===== src/rtl/microcode_sequencer.sv =====
// Microcode sequencer: latches the ROM word addressed by {cond_var, opcode, upc},
// steps the micro-op counter, tracks interrupt enable and flags counter overflow.
// The word held in CTRL is the one executing; its fields act on the next edge.
module microcode_sequencer #(
  parameter int OPCODE_W = 6,
  parameter int UOP_W    = 5,
  parameter int CTRL_W   = 32,
  parameter int CSEL_W   = 3
) (
  input  logic                    N_CLK,
  input  logic                    N_RST,
  input  logic                    STALL,
  input  logic [OPCODE_W-1:0]     OPCODE_IN,
  input  logic [2**CSEL_W-3:0]    COND,
  input  logic                    INT_REQ,
  output logic [OPCODE_W+UOP_W:0] UCODE_ADDR,
  input  logic [CTRL_W-1:0]       UCODE_DATA,
  output logic [CTRL_W-1:0]       CTRL,
  output logic [UOP_W-1:0]        UPC,
  output logic                    INT_ENABLED,
  output logic                    UOP_OVF
);

  localparam int NSRC    = 2**CSEL_W;
  localparam int END_B   = CTRL_W - 1;
  localparam int LOAD_B  = CTRL_W - 2;
  localparam int SET_B   = CTRL_W - 3;
  localparam int CLR_B   = CTRL_W - 4;
  localparam int CSEL_HI = CTRL_W - 5;
  localparam int CSEL_LO = CTRL_W - 4 - CSEL_W;
  localparam logic [UOP_W-1:0] UPC_ONE = {{(UOP_W-1){1'b0}}, 1'b1};

  // Architectural state and its next-state values
  logic [CTRL_W-1:0]   ctrl_q,   ctrl_d;
  logic [UOP_W-1:0]    upc_q,    upc_d;
  logic [OPCODE_W-1:0] opcode_q, opcode_d;
  logic                int_en_q, int_en_d;
  logic                ovf_q,    ovf_d;
  logic                pend_q,   pend_d;
  // Two-flop synchroniser for the asynchronous interrupt request
  logic [1:0]          sync_q;

  // Decoded fields of the executing word
  logic                end_f, load_f, set_f, clr_f;
  logic [CSEL_W-1:0]   csel;
  logic [NSRC-1:0]     cond_src;
  logic                has_interrupt;
  logic                cond_var;

  assign end_f  = ctrl_q[END_B];
  assign load_f = ctrl_q[LOAD_B];
  assign set_f  = ctrl_q[SET_B];
  assign clr_f  = ctrl_q[CLR_B];
  assign csel   = ctrl_q[CSEL_HI:CSEL_LO];

  // Source 0 is constant zero, source 1 the gated interrupt, the rest external flags
  assign has_interrupt = pend_q & int_en_q;
  assign cond_src      = {COND, has_interrupt, 1'b0};
  assign cond_var      = cond_src[csel];

  assign UCODE_ADDR  = {cond_var, opcode_q, upc_q};
  assign CTRL        = ctrl_q;
  assign UPC         = upc_q;
  assign INT_ENABLED = int_en_q;
  assign UOP_OVF     = ovf_q;

  // Next-state logic: everything holds while stalled
  always_comb begin
    ctrl_d   = ctrl_q;
    upc_d    = upc_q;
    opcode_d = opcode_q;
    int_en_d = int_en_q;
    ovf_d    = ovf_q;
    pend_d   = pend_q;
    if (!STALL) begin
      ctrl_d   = UCODE_DATA;
      upc_d    = end_f ? '0 : upc_q + UPC_ONE;
      opcode_d = load_f ? OPCODE_IN : opcode_q;
      // Clear has priority over set when both are coded in one word
      if (clr_f) begin
        int_en_d = 1'b0;
      end else if (set_f) begin
        int_en_d = 1'b1;
      end
      // Wrapping from all-ones without END is an error; END on all-ones is legal
      ovf_d    = ovf_q | ((&upc_q) & ~end_f);
      pend_d   = sync_q[1];
    end
  end

  // Interrupt synchroniser runs every edge, independent of STALL
  always_ff @(posedge N_CLK or negedge N_RST) begin
    if (!N_RST) begin
      sync_q <= 2'b00;
    end else begin
      sync_q <= {sync_q[0], INT_REQ};
    end
  end

  // Sequencer state register with asynchronous clear
  always_ff @(posedge N_CLK or negedge N_RST) begin
    if (!N_RST) begin
      ctrl_q   <= '0;
      upc_q    <= '0;
      opcode_q <= '0;
      int_en_q <= 1'b0;
      ovf_q    <= 1'b0;
      pend_q   <= 1'b0;
    end else begin
      ctrl_q   <= ctrl_d;
      upc_q    <= upc_d;
      opcode_q <= opcode_d;
      int_en_q <= int_en_d;
      ovf_q    <= ovf_d;
      pend_q   <= pend_d;
    end
  end

endmodule


===== config.mk =====
export PLATFORM = sky130hd
export DESIGN_NAME = microcode_sequencer
export DESIGN_NICKNAME = d
export VERILOG_FILES = /design/src/rtl/microcode_sequencer.sv
export SDC_FILE = /design/constraint.sdc
export NUM_CORES = 1
export LEC_CHECK = 0
export ABC_CLOCK_PERIOD_IN_PS = 1500
export CAP_MARGIN = 20
export CORE_ASPECT_RATIO = 0.5
export CORE_MARGIN = 2
export CORE_UTILIZATION = 35
export DETAILED_ROUTE_END_ITERATION = 10
export PLACE_DENSITY = 0.75
export SLEW_MARGIN = 20
export SYNTH_ARGS = -nofsm -noshare
export SYNTH_HDL_FRONTEND = slang
export SYNTH_SLANG_ARGS = --single-unit

===== constraint.sdc =====
create_clock -name N_CLK -period 1.5 [get_ports N_CLK]
set_input_delay 0.225 -clock N_CLK [delete_from_list [all_inputs] [get_ports N_CLK]]
set_output_delay 0.225 -clock N_CLK [all_outputs]
set_load 0.02 [all_outputs]

==> flow_summary.ini <==
[status]
status = complete, but fails checks
violations = setup timing

[logic_synthesis]
synth_common_cells = 48 x dfrtp_1, 40 x mux2_2, 6 x buf_2, 6 x buf_4, 6 x o21ai_0
yosysUniqueCellTypes = 20
synth-simple-area-share = 0.0286
synthAdderAreaFrac = 0.0130
syn-cell-area_sq_um = 1920
ys_ff_latch = 48
syn-num-nets = 178
synth-compound-area-share = 0.0280
synth_top_family_by_area = multiplexers
muxShareOfSynthArea = 0.264
avgSynthCellArea_sq_um = 15.0
synth-xor-area-share = 0
synth_ff_type = dfrtp_1
synth.top_cell.area_share = 0.625
syn_inst = 128
synthTopCellsByArea = dfrtp_1 63%, mux2_2 23%, buf_4 2.3%
synth_edf_count = 0
yosysMostFrequentCell = dfrtp_1
synth_warnings = 0
synth-seq-area-share = 0.625
synth_area_leader_cell = dfrtp_1
async_flop_share = 1.00

[die]
die_w_microns = 109
die_y_microns = 56.4
pin_count = 99
core_sq_um = 5110
rows = 18
initial_core_util = 0.376
dieArea_sq_um = 6140

[route]
post_drt_wl_per_cell_microns = 14.7
drc = 0
ant_nets = 0
vias = 1363
first_pass_iters = 4
vias_per_cell = 4.53
drtIter0Drc = 35
routed_wl_mm = 4.42

[sta]
hold_violations = 0
finalSetupViolCount = 2
clock-skew-final_ns = 0.00174
max_freq_ghz = 0.558
worstMarginPinSlew_ns = 0.252
layout_min_cycle_time_ns = 1.79
period_share = 1.19
slew_headroom = 0.832
tns_ns = -0.320
grt_setup_unrepaired = yes
drv_slew = 0
whs_ns = 0.361
timing.final.ws_setup_ns = -0.291

[power]
p_seq_frac = 0.482
internal_power_mw = 2.27
p_clk_frac = 0.248
combPwrFrac = 0.271
irDropWorstVdd_mv = 0.439
switching_share = 0.280
power_density_nw_per_um2 = 1020
p_leak_nw = 1.56
switchingPower_uw = 882

[setup_path]
cp.arrival_ns = 1.57
worst_ep_required_time_ns = 1.27
critPathSlowestCell = mux4_2
critPathKind = flip-flop to primary output
max_stage_delay_ns = 0.49
reg2reg_depth = 5
crit_chain = mux4_2, mux2_4, buf_6
start_kind = flip-flop
cp_max_fo = 2
cp-end-kind = primary output

[place]
post_dp_cell_area_sq_um = 2980
dp_hpwl_mm = 3.37
numPortBuffers = 98
place_congestion = 0.778
dp_slack_ns = -0.613

[finish]
area_growth_pct = 61.5
drive_gt1_frac = 0.264
final_cell_area_sq_um = 3100
n_fill_cell = 408
nNetsFinal = 280
diodes = 0
fin_util = 0.607

[clocking]
cts_tree = yes
clock_path_buffers = 2
cts.htree.levels = 2
numCtsBuffers = 5
post_cts_buffers = 0
path_clk_slew_ns = 0.08
cts_sinks = 48
worstSkewPairLatency_ns = 0.29
root_buffer = clkbuf_8

[grt]
grt_overflow = 0
grt_pass1_vias = 1555
grt_max_degree = 49
antenna_found_initial = 0
grt_first_pass_wirelength_mm = 7.35
grt_usage = 0.156

[run]
maxCapViolations = 0

[min_path]
hp-class = input port to flip-flop
min_path_cells = 1
==> routing by layer <==
| metal | up-vias | global-route usage | part of all wire |
|---|---|---|---|
| li1 | 642 | - | - |
| met1 | 677 | 0.176 | 0.39 |
| met2 | 31 | 0.278 | 0.55 |
| met3 | 13 | 0.0360 | 0.031 |
| met4 | 0 | 0.0788 | 0.029 |
| met5 | - | 0 | 0 |
==> kinds of logic after synthesis <==
group                    after synthesis
AO/OA/AOI/OAI                         10
multiplexers                          44
AND/OR/NAND/NOR                       11
buffers and inverters                 13
flip-flops                            48
adder cells (fa/ha/maj)                2
==> worst paths after layout <==
check	slack (ns)	start	endpoint
max	-0.29	CTRL[25]$_DFFE_PN0N_	UCODE_ADDR[11]
min	0.36	INT_REQ	sync_q[0]$_DFF_PN0_
max reg2reg	0.11	UPC[0]$_DFFE_PN0N_	UPC[4]$_DFFE_PN0N_
min reg2reg	0.36	sync_q[0]$_DFF_PN0_	sync_q[1]$_DFF_PN0_
max in group asynchronous	0.81	N_RST	CTRL[25]$_DFFE_PN0N_
min in group asynchronous	0.47	N_RST	CTRL[19]$_DFFE_PN0N_
==> layout make-up <==
| type | instances | area [sq um] | area share |
|---|---|---|---|
| Sequential cell | 48 | 1200 | 0.388 |
| Inverter | 1 | 3.75 | 0.00121 |
| Clock buffer | 8 | 90.1 | 0.0290 |
| Timing Repair Buffer | 107 | 1080 | 0.347 |
| Tap cell | 70 | 87.6 | 0.0282 |
| Multi-Input combinational cell | 67 | 642 | 0.207 |
==> state kept, by name (all words and copies together) (netlist names) <==
name         count
CTRL            32
UPC              5
INT_ENABLED      1
sync_q           2
pend_q           1
UOP_OVF          1
opcode_q         6
==> layout by cell type (no fill, tap or decap) <==
cell	count
dfrtp_1	46
clkdlybuf4s50_1	46
mux2_2	40
dlygate4sd2_1	28
dlymetal6s2s_1	21
o21ai_0	6
clkbuf_8	6
buf_4	6
nand2_1	3
dfrtp_2	2
mux2i_1	2
nor2_1	2
nand2b_1	2
a21oi_1	2
ha_1	2
clkbuf_1	2
buf_2	2
buf_6	2
and3_1	1
nand3_1	1
mux4_2	1
mux2_4	1
nand4_1	1
a31oi_1	1
nor2b_1	1
inv_1	1
a21o_1	1
dlygate4sd3_1	1
buf_12	1
==> worst max-delay path, delay by kind of cell (launching register included) <==
kind     cells  cell delay (ns)
buf+inv      1             0.13
mux          2             0.76
flops        1             0.39
==> through the flow <==
step	std cells	power, mW
6_report	301	3.15
5_1_grt	301	3.32
4_1_cts	301	3.22
3_5_place_dp	292	2.48
3_3_place_gp	292	2.46
2_1_floorplan	128	1.97
==> timing repair <==
| item | in CTS | in global routing |
|---|---|---|
| hold endpoints to repair | 48 | 0 |
| endpoints found under the setup margin | 30 | 24 |
| gates resized for setup | 34 | 23 |
| gates cloned | 0 | 0 |
| hold buffers | 1 | 0 |
==> power groups by stage <==
| stage | logic (mW) | registers (mW) | clock network [mW] |
|---|---|---|---|
| global placement | 0.914 | 1.54 | 0 |
| CTS | 0.879 | 1.52 | 0.814 |
| floorplan | 0.253 | 1.72 | 0 |
| global route | 0.910 | 1.54 | 0.864 |
| detailed placement | 0.929 | 1.55 | 0 |
| finish | 0.854 | 1.52 | 0.781 |
(Power assumes the default switching activity.)
